--- config.mk ---
export PLATFORM = sky130hd
export DESIGN_NAME = uart_rx_ip
export DESIGN_NICKNAME = d
export VERILOG_FILES = /design/src/rtl/uart_rx_ip_pkg.sv /design/src/rtl/uart_rx_ip_fifo.sv /design/src/rtl/uart_rx_ip.sv
export SDC_FILE = /design/constraint.sdc
export NUM_CORES = 1
export LEC_CHECK = 0
export CAP_MARGIN = 0
export CORE_UTILIZATION = 45
export CTS_CLUSTER_SIZE = 14
export DETAILED_ROUTE_END_ITERATION = 10
export DONT_BUFFER_PORTS = 1
export PLACE_DENSITY = 0.61
export SKIP_LAST_GASP = 1
export SYNTH_ARGS = -nofsm -noshare
export SYNTH_HDL_FRONTEND = slang
export SYNTH_SLANG_ARGS = --single-unit
--- constraint.sdc ---
create_clock -name clk -period 6.19 [get_ports clk]
set_input_delay 0.9285 -clock clk [delete_from_list [all_inputs] [get_ports clk]]
set_output_delay 0.9285 -clock clk [all_outputs]
set_load 0.02 [all_outputs]
--- src/rtl/uart_rx_ip_pkg.sv ---
// Shared definitions for the UART receiver IP: register offsets, STATUS bit
// positions, receiver state encoding and divisor constants.
package uart_rx_ip_pkg;

    // Word offsets, decoded from address bits [3:2]
    localparam logic [1:0] OFF_DATA   = 2'd0;
    localparam logic [1:0] OFF_STATUS = 2'd1;
    localparam logic [1:0] OFF_BAUD   = 2'd2;

    // STATUS register bit positions
    localparam int unsigned ST_NOT_EMPTY = 0;
    localparam int unsigned ST_FULL      = 1;
    localparam int unsigned ST_OVERRUN   = 2;
    localparam int unsigned ST_FRAME_ERR = 3;
    localparam int unsigned ST_LEVEL_LSB = 8;

    localparam int unsigned DIV_W       = 16;
    localparam int unsigned DEFAULT_DIV = 260;
    localparam logic [DIV_W-1:0] MIN_DIV = 16'd4;

    typedef enum logic [2:0] {
        S_IDLE,
        S_START,
        S_DATA,
        S_STOP,
        S_BREAK_WAIT
    } rx_state_e;

endpackage

--- src/rtl/uart_rx_ip_fifo.sv ---
// rx_fifo: synchronous receive FIFO.
// Ports: push/wdata write side, pop/rdata read side (rdata = current head),
// full/empty/level status. Push while full is ignored unless a pop happens in
// the same cycle; pop while empty is ignored.
module rx_fifo #(
    parameter int unsigned DEPTH = 8,
    parameter int unsigned WIDTH = 8
) (
    input  logic                       clk,
    input  logic                       rst,
    input  logic                       push,
    input  logic [WIDTH-1:0]           wdata,
    input  logic                       pop,
    output logic [WIDTH-1:0]           rdata,
    output logic                       full,
    output logic                       empty,
    output logic [$clog2(DEPTH):0]     level
);
    import uart_rx_ip_pkg::*;

    localparam int unsigned AW = $clog2(DEPTH);
    localparam int unsigned LW = AW + 1;

    logic [WIDTH-1:0] mem [DEPTH];
    logic [AW-1:0]    wptr;
    logic [AW-1:0]    rptr;
    logic             do_push_c;
    logic             do_pop_c;

    assign full      = (level == LW'(DEPTH));
    assign empty     = (level == '0);
    assign do_pop_c  = pop && !empty;
    assign do_push_c = push && (!full || do_pop_c);
    assign rdata     = mem[rptr];

    // Pointers wrap naturally because DEPTH is a power of two
    always_ff @(posedge clk or posedge rst) begin
        if (rst) begin
            wptr  <= '0;
            rptr  <= '0;
            level <= '0;
        end else begin
            if (do_push_c) wptr <= wptr + AW'(1);
            if (do_pop_c)  rptr <= rptr + AW'(1);
            case ({do_push_c, do_pop_c})
                2'b10:   level <= level + LW'(1);
                2'b01:   level <= level - LW'(1);
                default: level <= level;
            endcase
        end
    end

    // Storage needs no reset; validity is tracked by level
    always_ff @(posedge clk) begin
        if (do_push_c) mem[wptr] <= wdata;
    end

endmodule

--- src/rtl/uart_rx_ip.sv ---
// uart_rx_ip: 8N1 UART receiver with receive FIFO and a small register bank.
// Ports: clk/rst (async active-high); write bus waddr/wdata/wen/wstrb -> wready;
// read bus raddr/ren -> rdata/rvalid (one cycle latency); i_uart_rx serial in.
// Registers: 0x0 DATA (pop head), 0x4 STATUS, 0x8 BAUD_DIV.
module uart_rx_ip #(
    parameter int unsigned FIFO_DEPTH  = 8,
    parameter int unsigned DEFAULT_DIV = uart_rx_ip_pkg::DEFAULT_DIV
) (
    input  logic        clk,
    input  logic        rst,
    input  logic [31:0] waddr,
    input  logic [31:0] wdata,
    input  logic        wen,
    input  logic [3:0]  wstrb,
    output logic        wready,
    input  logic [31:0] raddr,
    input  logic        ren,
    output logic [31:0] rdata,
    output logic        rvalid,
    input  logic        i_uart_rx
);
    import uart_rx_ip_pkg::*;

    localparam int unsigned LW = $clog2(FIFO_DEPTH) + 1;

    // Synchronizer and edge detect
    logic [1:0] rx_sync;
    logic [1:0] sync_vld;
    logic       rx_s;
    logic       rx_prev;
    logic       fall_c;

    // Receiver state
    rx_state_e        state, state_next;
    logic [DIV_W-1:0] cnt, cnt_next;
    logic [DIV_W-1:0] work_div, div_next;
    logic [2:0]       bit_idx, bit_next;
    logic [7:0]       shift, shift_next;
    logic             push_c;
    logic             frame_set_c;

    // Registers and FIFO hookup
    logic [DIV_W-1:0] baud_div;
    logic             overrun;
    logic             frame_err;
    logic             fifo_full;
    logic             fifo_empty;
    logic [LW-1:0]    fifo_level;
    logic [7:0]       fifo_head;
    logic             pop_c;
    logic             overrun_set_c;
    logic             status_wr_c;
    logic [3:0]       level_nib;
    logic [31:0]      status_word;
    logic [DIV_W-1:0] baud_wr_c;
    logic             unused_bits;

    assign rx_s = rx_sync[1];

    // rx_prev only follows the line once the synchronizer holds real samples,
    // so a line held low through reset cannot look like a start edge.
    assign fall_c = sync_vld[1] && rx_prev && !rx_s;

    always_ff @(posedge clk or posedge rst) begin
        if (rst) begin
            rx_sync  <= 2'b11;
            sync_vld <= 2'b00;
            rx_prev  <= 1'b0;
        end else begin
            rx_sync  <= {rx_sync[0], i_uart_rx};
            sync_vld <= {sync_vld[0], 1'b1};
            rx_prev  <= sync_vld[1] ? rx_s : 1'b0;
        end
    end

    // Receiver state register
    always_ff @(posedge clk or posedge rst) begin
        if (rst) begin
            state    <= S_IDLE;
            cnt      <= '0;
            work_div <= DIV_W'(DEFAULT_DIV);
            bit_idx  <= '0;
            shift    <= '0;
        end else begin
            state    <= state_next;
            cnt      <= cnt_next;
            work_div <= div_next;
            bit_idx  <= bit_next;
            shift    <= shift_next;
        end
    end

    // Receiver next-state: half-bit start check, then full-bit sampling
    always_comb begin
        state_next  = state;
        cnt_next    = cnt;
        div_next    = work_div;
        bit_next    = bit_idx;
        shift_next  = shift;
        push_c      = 1'b0;
        frame_set_c = 1'b0;
        case (state)
            S_IDLE: begin
                if (fall_c) begin
                    state_next = S_START;
                    cnt_next   = '0;
                    div_next   = baud_div;
                end
            end
            S_START: begin
                if (cnt == (work_div >> 1) - DIV_W'(1)) begin
                    cnt_next   = '0;
                    bit_next   = '0;
                    state_next = rx_s ? S_IDLE : S_DATA;
                end else begin
                    cnt_next = cnt + DIV_W'(1);
                end
            end
            S_DATA: begin
                if (cnt == work_div - DIV_W'(1)) begin
                    cnt_next   = '0;
                    shift_next = {rx_s, shift[7:1]};
                    bit_next   = bit_idx + 3'd1;
                    if (bit_idx == 3'd7) state_next = S_STOP;
                end else begin
                    cnt_next = cnt + DIV_W'(1);
                end
            end
            S_STOP: begin
                if (cnt == work_div - DIV_W'(1)) begin
                    cnt_next = '0;
                    if (rx_s) begin
                        push_c     = 1'b1;
                        state_next = S_IDLE;
                    end else begin
                        frame_set_c = 1'b1;
                        state_next  = S_BREAK_WAIT;
                    end
                end else begin
                    cnt_next = cnt + DIV_W'(1);
                end
            end
            S_BREAK_WAIT: begin
                if (rx_s) state_next = S_IDLE;
            end
            default: state_next = S_IDLE;
        endcase
    end

    rx_fifo #(
        .DEPTH (FIFO_DEPTH),
        .WIDTH (8)
    ) u_fifo (
        .clk   (clk),
        .rst   (rst),
        .push  (push_c),
        .wdata (shift),
        .pop   (pop_c),
        .rdata (fifo_head),
        .full  (fifo_full),
        .empty (fifo_empty),
        .level (fifo_level)
    );

    assign pop_c         = ren && (raddr[3:2] == OFF_DATA) && !fifo_empty;
    assign overrun_set_c = push_c && fifo_full && !pop_c;
    assign status_wr_c   = wen && (waddr[3:2] == OFF_STATUS) && wstrb[0];

    // Level field is four bits wide; deeper FIFOs saturate it
    assign level_nib = (32'(fifo_level) > 32'd15) ? 4'hF : 4'(fifo_level);

    always_comb begin
        status_word = '0;
        status_word[ST_NOT_EMPTY]               = !fifo_empty;
        status_word[ST_FULL]                    = fifo_full;
        status_word[ST_OVERRUN]                 = overrun;
        status_word[ST_FRAME_ERR]               = frame_err;
        status_word[ST_LEVEL_LSB+3:ST_LEVEL_LSB] = level_nib;
    end

    // Byte-lane merge of a BAUD_DIV write, clamped to the minimum divisor
    always_comb begin
        baud_wr_c = baud_div;
        if (wstrb[0]) baud_wr_c[7:0]  = wdata[7:0];
        if (wstrb[1]) baud_wr_c[15:8] = wdata[15:8];
        if (baud_wr_c < MIN_DIV) baud_wr_c = MIN_DIV;
    end

    // Register bank, sticky flags and bus handshakes
    always_ff @(posedge clk or posedge rst) begin
        if (rst) begin
            baud_div  <= DIV_W'(DEFAULT_DIV);
            overrun   <= 1'b0;
            frame_err <= 1'b0;
            wready    <= 1'b0;
            rvalid    <= 1'b0;
            rdata     <= '0;
        end else begin
            wready <= wen;
            rvalid <= ren;
            if (wen && (waddr[3:2] == OFF_BAUD)) baud_div <= baud_wr_c;
            // Set takes priority over a same-cycle W1C
            overrun   <= overrun_set_c ||
                         (overrun && !(status_wr_c && wdata[ST_OVERRUN]));
            frame_err <= frame_set_c ||
                         (frame_err && !(status_wr_c && wdata[ST_FRAME_ERR]));
            if (ren) begin
                case (raddr[3:2])
                    OFF_DATA:   rdata <= fifo_empty ? 32'd0 : 32'(fifo_head);
                    OFF_STATUS: rdata <= status_word;
                    OFF_BAUD:   rdata <= 32'(baud_div);
                    default:    rdata <= 32'd0;
                endcase
            end
        end
    end

    assign unused_bits = ^{waddr[31:4], waddr[1:0], raddr[31:4], raddr[1:0],
                           wdata[31:16], wstrb[3:2]};

endmodule
======== Word-level counts from Yosys, hierarchy flattened ========
Memory sizes are Yosys's and may differ from the RTL's.
Index checks and enable logic that the tools add are counted.
storage, ports and cells
  bits in registers ....................... 113
  memory bits (writable) .................. 64
  input port bits ......................... 105
  output and inout port bits .............. 34
  logic and storage cells ................. 114
  memories ................................ 1
memory list
  memory      words  bits a word  rd ports  clocked after Yosys merged registers in  write ports  line                   text
  u_fifo.mem  8      8            1         0                                        1            uart_rx_ip_fifo.sv:24  logic [WIDTH-1:0] mem [DEPTH];
operators by class
  add/sub/neg operators ................... 8
  order comparisons ....................... 1
  equality and inequality tests ........... 20
  mux-type cells .......................... 31
  reductions and logical operators ........ 36
operators with widths
  kind                   number
  $pmux 16 s3            2
  $mux 16                4
  $eq 16x16->1           2
  $mux 3                 9
  $mux 8                 3
  $add 16x1->16 const B  1
  $lt 16x3->1 const B    1
  $sub 15x1->16 const B  1
  $sub 16x1->16 const B  1
  $logic_and 1x1->1      15
  $pmux 3 s5             1
  $ne 2x2->1 const B     6
  $add 3x1->3 const B    3
  $mux 1                 9
  $pmux 4 s2             1
  $eq 2x1->1 const B     3
  $eq 2x2->1 const B     3
  $eq 3x2->1 const B     2
  $eq 3x3->1 const B     2
  $logic_not 1->1        6
  $pmux 3 s2             1
  $reduce_and 2->1       3
  $reduce_and 6->1       1
  $add 4x1->4 const B    1
  other kinds (12)       15

======== Longest topological paths before layout ========
Gate-level depths: netlist of the first run.
  depth after elaboration ................. 8
  mapped depth ............................ 19

======== Modules after synthesis ========
Synthesis of the first run repeated with hierarchy kept, for this count alone.
unflattened totals
  cell total of the unflattened synthesis .. 718
  area, all modules ....................... 8489.4 sq um
by module, submodules not included
  module      times used  cells an instance  area each (sq um)
  uart_rx_ip  1           553                5353.9
  rx_fifo     1           165                3135.5

======== Least setup slack after synthesis of the first run ========
OpenSTA, ideal clock, no wires.
  path type ............................... register -> register
  start ................................... register work_div[1]
  end ..................................... memory u_fifo.mem[0][0], enable pin
  arrival time ............................ 3.210 ns
  setup slack ............................. 2.586 ns
  stages on the path, launching flop included .. 12
  clock period less this slack ............ 3.604 ns
  cells stage by stage .................... dfrtp_1 inv_1 ha_1 nor4b_4 xnor2_1 nor4_1 nand3_1 a2111oi_4 and3_1 buf_4 inv_2 nor4_1
on the way
  word-level cells in the longest chain between the ends .. 7
RTL lines
  item                          line                   text
  start: declaration            uart_rx_ip.sv:36       logic [DIV_W-1:0] work_div, div_next;
  start signal: assignment      uart_rx_ip.sv:81       work_div <= DIV_W'(DEFAULT_DIV);
  start signal: assignment      uart_rx_ip.sv:87       work_div <= div_next;
  $sub 16x1->16                 uart_rx_ip.sv:130      if (cnt == work_div - DIV_W'(1)) begin
  $eq 16x16->1                  uart_rx_ip.sv:130
  $mux 1                        uart_rx_ip.sv:130
  $mux 1                        uart_rx_ip.sv:102      case (state)
  $logic_and 1x1->1             uart_rx_ip_fifo.sv:33  assign do_push_c = push && (!full || do_pop_c);
  $mux 1                        uart_rx_ip_fifo.sv:55  if (do_push_c) mem[wptr] <= wdata;
  $mux 1 (implied by the code)  uart_rx_ip_fifo.sv:55
  end: declaration              uart_rx_ip_fifo.sv:24
No other way between the ends.

======== Final worst setup path of the first run ========
  start ................................... register work_div[1]
  end ..................................... register u_fifo.level[2]
on the way
  word-level cells in the longest chain between the ends .. 7
  elaborated cells between the ends (all ways) .. 9
  classes of those cells .................. add/sub: 1; eq/ne: 3; mux: 3; reduce/logical: 2
RTL lines
  item                                             line                   text
  $sub 16x1->16 *                                  uart_rx_ip.sv:130
  $eq 16x16->1 *                                   uart_rx_ip.sv:130
  $mux 1 *                                         uart_rx_ip.sv:130
  $mux 1 *                                         uart_rx_ip.sv:102
  $logic_and 1x1->1 *                              uart_rx_ip_fifo.sv:33
  $eq 2x1->1 or $eq 2x2->1 (tied branches)         uart_rx_ip_fifo.sv:45  case ({do_push_c, do_pop_c})
  $pmux 4 s2 or $reduce_bool 2->1 (tied branches)  --
  end signal: assignment                           uart_rx_ip_fifo.sv:46  2'b10: level <= level + LW'(1);
  end signal: assignment                           uart_rx_ip_fifo.sv:47  2'b01: level <= level - LW'(1);
  end signal: assignment                           uart_rx_ip_fifo.sv:48  default: level <= level;
  end: declaration                                 uart_rx_ip_fifo.sv:17  output logic [$clog2(DEPTH):0] level
Every way passes the cells marked *; elsewhere a longest branch is shown, timed or not.
A chain may end at the register's enable or synchronous reset.

==> results_dict.tcl, run 1 <==
set metrics [dict create \
    clockBufferDepth 2 \
    fin_crit_sh_pct 78.6 \
    use_met3_pct 4.54 \
    slew_headroom_pct 31.5 \
    cp-end-kind "flop" \
    use_met1_pct 26.3 \
    vdd_drop_max_mv 0.255 \
    max_cap_violations 0 \
    crit_required_ns 6.49 \
    cp_data_arrival_time_ns 5.17 \
    wirelength_mm 18.4 \
    ant_nets 0 \
    area_delta_synth_final_pct 7.69 \
    busiest_layer "met2" \
    dieArea_um2 19100 \
    synth_compound_area_share_pct 10.3 \
    hold_viol 0 \
    hpwlAfterDp_mm 12.8 \
    layout-drive-gt1-share_pct 16.5 \
    violations "design-rule violations" \
    hold_class "in -> async" \
    core-area_um2 18100 \
    num_rows 49 \
    grt_use_met2_pct 34.7 \
    cp_max_fo 11 \
    synth_top_family_by_area "simple AND/OR/NAND/NOR gates" \
    nNetsFinal 812 \
    synthAdderAreaFrac_pct 1.50 \
    grt_max_degree 80 \
    synthXorXnorAreaFrac_pct 5.14 \
    path_clk_slew_ns 0.07 \
    design_area_um2 8990 \
    numCtsBuffers 17 \
    async_reset_ff_share_pct 60.2 \
    vias 5540 \
    max_freq_ghz 0.206 \
    die_w_um 138 \
    insertion_delay_ns 0.43 \
    grt_util_all_layers_pct 20.7 \
    place.gp.congestion 0.870 \
    drv_slew 0 \
    antenna_found_initial 0 \
    ys_ff_latch 161 \
    setup_viol 0 \
    io_buffers 0 \
    final_common_cell "dfrtp_1" \
    worst_slew_pin_slew_ns 1.03 \
    drt_iter0_markers 454 \
    root_buffer "clkbuf_16" \
    cp-start-kind "flop" \
    status "finished, violations left" \
    cts_resized 0 \
    cts_hold_buf 0 \
    rsz0062_at_grt "no" \
    overflow 0 \
    synth_edf_count 64 \
    fin_crit_ns 4.86 \
    tns_ns 0 \
    synth_mux_area_share_pct 11.7 \
    yosysWarnings 0 \
    grt_pass1_vias 5664 \
    routedWlPerCell_um 19.6 \
    power.density_nw_per_um2 407 \
    drc_errors 20 \
    leakage_nw 3.52 \
    grt_first_pass_wirelength_mm 30.4 \
    synthSimpleGateAreaFrac_pct 13.8 \
    cts_max_level 4 \
    dpl_cell_area_um2 8390 \
    synth_cells 725 \
    layout_common_cells "dfrtp_1 (91), edfxtp_1 (64), nor2_1 (52)" \
    initial_core_util_pct 46.2 \
    postCtsSetupRepairBufs 0 \
    ys_seq_area_share_pct 52.2 \
    post-route-util_pct 49.7 \
    postSynthAreaPerCell_um2 11.5 \
    boundaryPins 139 \
    ys.flop_type "dfrtp_1" \
    reg2reg_slack_ns 1.33 \
    critPathKind "reg -> reg" \
    die_h_um 138 \
    finalPower_mw 3.66 \
    syn_area_um2 8350 \
    clock_sinks 161 \
    diodes 0 \
    cts_tree "done" \
    ys_types 72 \
    viasPerCell 5.90 \
    skew_ns 0.0155 \
    drtPass1Iterations 8 \
]
cells in the mapped netlist (all sizes together), types with 9 or more instances:
| cell | number | area share [%] |
|---|---|---|
| a21oi | 30 | 1.8 |
| a22oi | 12 | 1.1 |
| buf | 34 | 2.7 |
| clkbuf | 36 | 1.6 |
| dfrtp | 91 | 27 |
| edfxtp | 64 | 23 |
| ha | 10 | 1.5 |
| inv | 20 | 0.90 |
| mux2 | 39 | 5.4 |
| mux2i | 16 | 1.9 |
| mux4 | 16 | 4.3 |
| nand2 | 51 | 2.3 |
| nand3 | 21 | 1.3 |
| nand4 | 9 | 0.67 |
| nor2 | 52 | 2.3 |
| nor3 | 17 | 1.0 |
| nor4 | 14 | 1.4 |
| o21ai | 29 | 1.7 |
| xnor2 | 30 | 3.1 |
| xor2 | 19 | 2.0 |
state kept, by name, summed over array words and instances, names as in the netlist, 2 cells and up:
name / flops
baud_div: 16
bit_idx: 3
cnt: 16
rdata: 16
rx_sync: 2
shift: 8
state: 3
sync_vld: 2
u_fifo.level: 4
u_fifo.mem: 64
u_fifo.rptr: 3
u_fifo.wptr: 3
work_div: 16
logic make-up (layout without fill, tap and decap cells):
group,count (synthesis),count (layout)
buf+inv,90,60
compound gates,125,125
fa+ha+maj,10,10
flops,161,161
mux,71,71
other cells,2,17
simple gates,217,217
xor+xnor,49,49
power breakdown:
part           switching [mW]  total (mW)  internal (mW)
clock network           0.483        1.02          0.542
logic                   0.537        1.05          0.510
registers               0.347        1.59           1.24
total                    1.37        3.66           2.29
through the flow:
step	hold slack (ns)	setup WS, ns	std cells
3_5_place_dp	0.346	1.38	907
4_1_cts	0.309	1.34	939
2_1_floorplan	0.331	2.59	740
6_report	0.318	1.33	939
5_1_grt	0.313	0.945	939
3_3_place_gp	0.332	1.50	907
final timing paths:
check / startpoint / to / depth (start not counted)
max in group asynchronous: rst / u_fifo.rptr[2]$_DFFE_PP0P_ / 2
worst min register to register: sync_vld[0]$_DFF_PP0_ / sync_vld[1]$_DFF_PP0_ / 0
worst max register to register: work_div[1]$_DFFE_PP0P_ / u_fifo.level[2]$_DFFE_PP0P_ / 16
worst max-delay path: work_div[1]$_DFFE_PP0P_ / u_fifo.level[2]$_DFFE_PP0P_ / 16
min in group clk: sync_vld[0]$_DFF_PP0_ / sync_vld[1]$_DFF_PP0_ / 0
worst min-delay path: rst / shift[4]$_DFFE_PP0P_ / 1
metal layers:
layer  part of all wire, %  wire, um
met1                    43      7850
met2                    51      9320
met3                   4.9       893
met4                   1.8       328
met5                     0         0
final cells by class:
class | instances | area, um2
Multi-Input combinational cell | 489 | 3610
Inverter | 20 | 77.6
Sequential cell | 161 | 4360
Tap cell | 229 | 287
Clock buffer | 17 | 425
Clock inverter | 15 | 175
Fill cell | 1567 | 9090
Timing Repair Buffer | 8 | 60.1
worst max-delay path, cell delays in order (launching register included):
cell	delay [ns]
dfrtp_1	0.49
inv_1	0.22
ha_1	0.44
nor4b_4	0.52
xnor2_1	0.14
nor4_1	0.49
nand3_1	0.22
a2111oi_4	0.50
and3_1	0.42
inv_2	0.17
ha_1	0.28
xor2_1	0.16
ha_1	0.18
a21oi_1	0.15
xor2_1	0.16
nor2_1	0.06
xor2_1	0.14
No activity file was read; power rests on OpenSTA's default activity.
==> run 2, diff against run 1 <==
- clock period: 6.19 -> 4.5 ns (I/O delays scaled with it)
==> run 2 against run 1 <==
Largest cell class unchanged. Final cell count up 0.64%. Critical path depth did not move. Global-route usage grew 0.069 points. Critical path type unchanged. Largest power group unchanged. The flow still finishes with violations (design-rule violations). Total power is 42% higher.
==> results_dict.tcl, run 2 (synthesis gave the netlist of run 1 again) <==
set metrics [dict create \
    status "finished, violations left" \
    violations "design-rule violations" \
    hold_start "i_uart_rx" \
    cts_resized 0 \
    worstHoldEndpoint "rx_sync[0]$_DFF_PP1_" \
    setup_viol 0 \
    overflow 0 \
    fillCellCount 1558 \
    io_buffers 0 \
    largest_reg_flops 64 \
    pwr-share-comb_pct 28.6 \
    leakage_nw 3.60 \
    initial_core_util_pct 46.2 \
    boundaryPins 139 \
    critPathLaunch "work_div[1]$_DFFE_PP0P_" \
    numCtsBuffers 17 \
    clockBufferDepth 2 \
    power.switching_mw 1.94 \
    p_int_mw 3.25 \
    insertion_delay_ns 0.44 \
    slew_headroom_pct 37.3 \
    core-area_um2 18100 \
    hold_class "in -> reg" \
    max_freq_ghz 0.241 \
    slowest_stage "a2111oi_4" \
    stdcell_count 945 \
    fin_crit_sh_pct 92.2 \
    viasPerCell 5.89 \
    path_clk_slew_ns 0.07 \
    r2r-end "u_fifo.level[2]$_DFFE_PP0P_" \
    sequentialPowerShare_pct 42.0 \
    cp_data_arrival_time_ns 4.46 \
    reg2reg_slack_ns 0.35 \
    power_switching_share_pct 37.4 \
    cts_max_level 4 \
    pre_cts_slack_ns 0.423 \
    holdWs_ns 0.240 \
    cp-end-kind "flop" \
    layout_common_cells "dfrtp_1 (91), edfxtp_1 (64), nor2_1 (52)" \
    ant_nets 0 \
    hpwlAfterDp_mm 12.9 \
    vdd_drop_max_mv 0.264 \
    busiest_layer "met2" \
    crit_required_ns 4.81 \
    drc_errors 20 \
    skew_ns 0.0175 \
    grt_util_all_layers_pct 20.8 \
    num_rows 49 \
    max_stage_delay_ns 0.47 \
    grt_max_degree 69 \
    use_met3_pct 4.85 \
    die_h_um 138 \
    tns_ns 0 \
    finalPower_mw 5.19 \
    grt_pass1_vias 5587 \
    worst_slew_pin_slew_ns 0.939 \
    worstRegToRegCells 16 \
    diodes 0 \
    max_cap_violations 0 \
    grt_first_pass_wirelength_mm 30.5 \
    power.density_nw_per_um2 573 \
    drv_slew 0 \
    root_buffer "clkbuf_16" \
    final_common_cell "dfrtp_1" \
    die_w_um 138 \
    cp_max_fo 8 \
    postCtsSetupRepairBufs 0 \
    routedWlPerCell_um 20.0 \
    fin_crit_ns 4.15 \
    dieArea_um2 19100 \
    hold_viol 0 \
    clock_sinks 161 \
    cp-start-kind "flop" \
    path_cells "inv_1 > ha_1 > nor4b_4 > xnor2_1 > nor4_1 > nand3_1 > a2111oi_4 > and3_1 > inv_2 > ha_1 > xor2_1 > ha_1 > a21oi_1 > xor2_1 > nor2_1 > xor2_1" \
    grt_use_met2_pct 34.6 \
    placed_cells 913 \
    cts_hold_buf 0 \
    cts_tree "done" \
    max_flop_register "u_fifo.mem" \
    drtPass1Iterations 8 \
    area_delta_synth_final_pct 8.59 \
    worstReg2RegStart "work_div[1]$_DFFE_PP0P_" \
    wirelength_mm 18.9 \
    nNetsFinal 818 \
    critPathKind "reg -> reg" \
    use_met1_pct 26.1 \
    rsz0062_at_grt "no" \
    fin_ws_ns 0.349 \
    antenna_found_initial 0 \
    vias 5563 \
    place.gp.congestion 0.867 \
    drt_iter0_markers 462 \
    layout-drive-gt1-share_pct 17.3 \
    clkPwrFrac_pct 29.4 \
    min_path_cells 0 \
]
## run 2: cell types whose count changed in the layout (fill, tap and decap cells not counted), moves of 2 or more
cell        delta
buf_4          +6
clkinv_4       +3
clkinvlp_4     -3
inv_8          +3
clkinv_8       -2
inv_6          -2
## run 2: critical path, delay by kind of cell (launching register included)
family | cells | cell delay (ns)
AOI/OAI and AO/OA | 2 | 0.61
adders and majority gates | 3 | 0.68
xor gates and xnor gates | 4 | 0.62
DFF | 1 | 0.38
buffers and inverters | 2 | 0.32
and+or+nand+nor | 5 | 1.42
## run 2: stage by stage
stage | area (um2) | util, %
2_1_floorplan | 8410 | -
3_3_place_gp | 8440 | 46.6
3_5_place_dp | 8440 | 46.6
4_1_cts | 9070 | 50.1
5_1_grt | 9070 | 50.1
6_report | 9070 | 50.1
## run 2: cell type report
type / instances / area [um2] / area share [%]
clock buffers: 17 / 425 / 4.69
clock inverters: 15 / 205 / 2.26
inverters: 20 / 77.6 / 0.856
multi-input cells: 489 / 3610 / 39.8
flip-flops and latches: 161 / 4360 / 48.0
well taps: 229 / 287 / 3.16
repair buffers: 14 / 105 / 1.16
## run 2: power by group through the flow
| stage | clock (mW) | sequential [mW] | combinational [mW] |
|---|---|---|---|
| floorplan | 0 | 1.88 | 1.45 |
| global placement | 0 | 2.20 | 1.43 |
| finish | 1.53 | 2.18 | 1.49 |
| global route | 1.61 | 2.22 | 1.64 |
| detailed placement | 0 | 2.21 | 1.47 |
| CTS | 1.55 | 2.18 | 1.49 |
## run 2: metal layers
layer	vias up	wire (um)
met3	35	945
met4	0	490
met1	2769	8190
li1	2591	-
met5	-	0
met2	168	9230
## run 2: worst max-delay path by stage
stage                     cells past startpoint                          end  slack, ns
after floorplan                              11   u_fifo.mem[0][0]$_DFFE_PP_       0.90
after global placement                       16  u_fifo.level[2]$_DFFE_PP0P_       0.53
after detailed placement                     16  u_fifo.level[2]$_DFFE_PP0P_       0.42
after CTS                                    16  u_fifo.level[2]$_DFFE_PP0P_       0.39
after global routing                         16  u_fifo.level[2]$_DFFE_PP0P_       0.03
final                                        16  u_fifo.level[2]$_DFFE_PP0P_       0.35
==> run 3, diff against run 2 <==
- clock period: 4.5 -> 4.7 ns (I/O delays scaled with it)
==> run 3 against run 2 <==
The flow still finishes with violations (design-rule violations). Count of clock-buffer cells in the layout unchanged. Register-to-register slack got worse by 0.05 ns. Critical path depth unchanged. Final cell count up 0.11%. Largest power group unchanged. Highest routed layer unchanged.
==> results_dict.tcl, run 3 (synthesis gave the netlist of run 1 again) <==
set metrics [dict create \
    leakage_nw 3.58 \
    initial_core_util_pct 46.2 \
    viasPerCell 5.95 \
    vdd_drop_max_mv 0.269 \
    crit_required_ns 5.01 \
    die_h_um 138 \
    drt_iter0_markers 481 \
    dieArea_um2 19100 \
    fin_ws_ns 0.299 \
    fin_crit_ns 4.40 \
    cp-end-kind "flop" \
    io_buffers 0 \
    fin_crit_sh_pct 93.6 \
    routedWlPerCell_um 19.9 \
    hold_class "in -> reg" \
    slew_headroom_pct 39.6 \
    overflow 0 \
    drc_errors 20 \
    reg2reg_slack_ns 0.30 \
    antenna_found_initial 0 \
    cts_max_level 4 \
    vias 5629 \
    cp_max_fo 11 \
    placed_cells 912 \
    boundaryPins 139 \
    final_common_cell "dfrtp_1" \
    cts_hold_buf 0 \
    holdWs_ns 0.273 \
    drtPass1Iterations 8 \
    grt_pass1_vias 5655 \
    dpl_cell_area_um2 8430 \
    hpwlAfterDp_mm 13.0 \
    power.density_nw_per_um2 540 \
    rsz0062_at_grt "no" \
    fillCellCount 1552 \
    layout_common_cells "dfrtp_1 (91), edfxtp_1 (64), nor2_1 (52)" \
    skew_ns 0.0153 \
    finalPower_mw 4.89 \
    violations "design-rule violations" \
    clockBufferDepth 2 \
    max_cap_violations 0 \
    status "finished, violations left" \
    wirelength_mm 18.8 \
    hold_viol 0 \
    max_stage_delay_ns 0.53 \
    tns_ns 0 \
    num_rows 49 \
    die_w_um 138 \
    setup_viol 0 \
    pre_cts_slack_ns 0.268 \
    design_area_um2 9040 \
    core-area_um2 18100 \
    critPathKind "reg -> reg" \
    area_delta_synth_final_pct 8.26 \
    layout-drive-gt1-share_pct 17.3 \
    numCtsBuffers 17 \
    cp_data_arrival_time_ns 4.71 \
    max_freq_ghz 0.227 \
    insertion_delay_ns 0.43 \
    clock_sinks 161 \
    grt_first_pass_wirelength_mm 30.7 \
    diodes 0 \
    grt_util_all_layers_pct 20.9 \
    largest_reg_flops 64 \
    drv_slew 0 \
    stdcell_count 946 \
    worst_slew_pin_slew_ns 0.903 \
    grt_max_degree 62 \
    cp-start-kind "flop" \
    post-route-util_pct 50.0 \
    root_buffer "clkbuf_16" \
    place.gp.congestion 0.857 \
    path_cells "inv_1 > ha_1 > nor4b_4 > xnor2_1 > nor4_1 > nand3_1 > a2111oi_4 > and3_1 > inv_2 > ha_1 > xor2_1 > ha_1 > a21oi_1 > xor2_1 > nor2_1 > xor2_1" \
    cts_tree "done" \
    ant_nets 0 \
    max_flop_register "u_fifo.mem" \
    slowest_stage "nor4_1" \
    path_clk_slew_ns 0.07 \
    nNetsFinal 819 \
]
[run 3: cell count changes in the layout (fill, tap and decap cells not counted)]
cell | previous run | this run
inv_8 | 6 | 3
clkinvlp_4 | 0 | 1
clkinv_1 | 0 | 1
clkinv_4 | 3 | 2
inv_6 | 0 | 3
clkinv_8 | 4 | 5
buf_4 | 14 | 15
bufinv_16 | 1 | 0
inv_12 | 1 | 0
[run 3: cell type report]
class	instances	area, um2	area share (%)
Tap cell	229	287	3.17
Sequential cell	161	4360	48.2
Clock buffer	17	425	4.71
Timing Repair Buffer	15	113	1.25
Clock inverter	15	170	1.88
Multi-Input combinational cell	489	3610	39.9
Inverter	20	77.6	0.858
[run 3: worst paths after layout]
| kind | from | endpoint | depth (start not counted) |
|---|---|---|---|
| worst max-delay path | work_div[1]$_DFFE_PP0P_ | u_fifo.level[2]$_DFFE_PP0P_ | 16 |
| worst min-delay path | i_uart_rx | rx_sync[0]$_DFF_PP1_ | 0 |
| worst max register to register | work_div[1]$_DFFE_PP0P_ | u_fifo.level[2]$_DFFE_PP0P_ | 16 |
| worst min register to register | sync_vld[0]$_DFF_PP0_ | sync_vld[1]$_DFF_PP0_ | 0 |
| max in group asynchronous | rst | work_div[2]$_DFFE_PP1P_ | 2 |
| min in group asynchronous | rst | state[2]$_DFFE_PP0P_ | 1 |
[run 3: report_power, final]
group	leakage [nW]	switching [mW]	internal (mW)
clock	0.286	0.640	0.712
combinational	1.49	0.769	0.701
sequential	1.81	0.427	1.64
[run 3: routing by layer]
metal | vias up | part of all wire (%) | global-route usage (%)
met4 | 0 | 2.5 | 8.22
met3 | 31 | 4.7 | 4.54
met1 | 2822 | 43 | 26.7
li1 | 2585 | - | -
met5 | - | 0 | 0
met2 | 191 | 50 | 34.6
[run 3: worst max-delay path, delay by kind of cell (launching register included)]
kind	cells	cell delay (ns)
AND/OR/NAND/NOR	5	1.53
flip-flops	1	0.38
XOR/XNOR	4	0.59
AO/OA/AOI/OAI	2	0.64
adder cells (fa/ha/maj)	3	0.89
buffers and inverters	2	0.25
[run 3: repair_timing]
action                                  in CTS  in global routing
resized for setup                            0                  0
setup buffers                                0                  2
endpoints found under the setup margin       0                  1
hold endpoints to repair                     0                  0
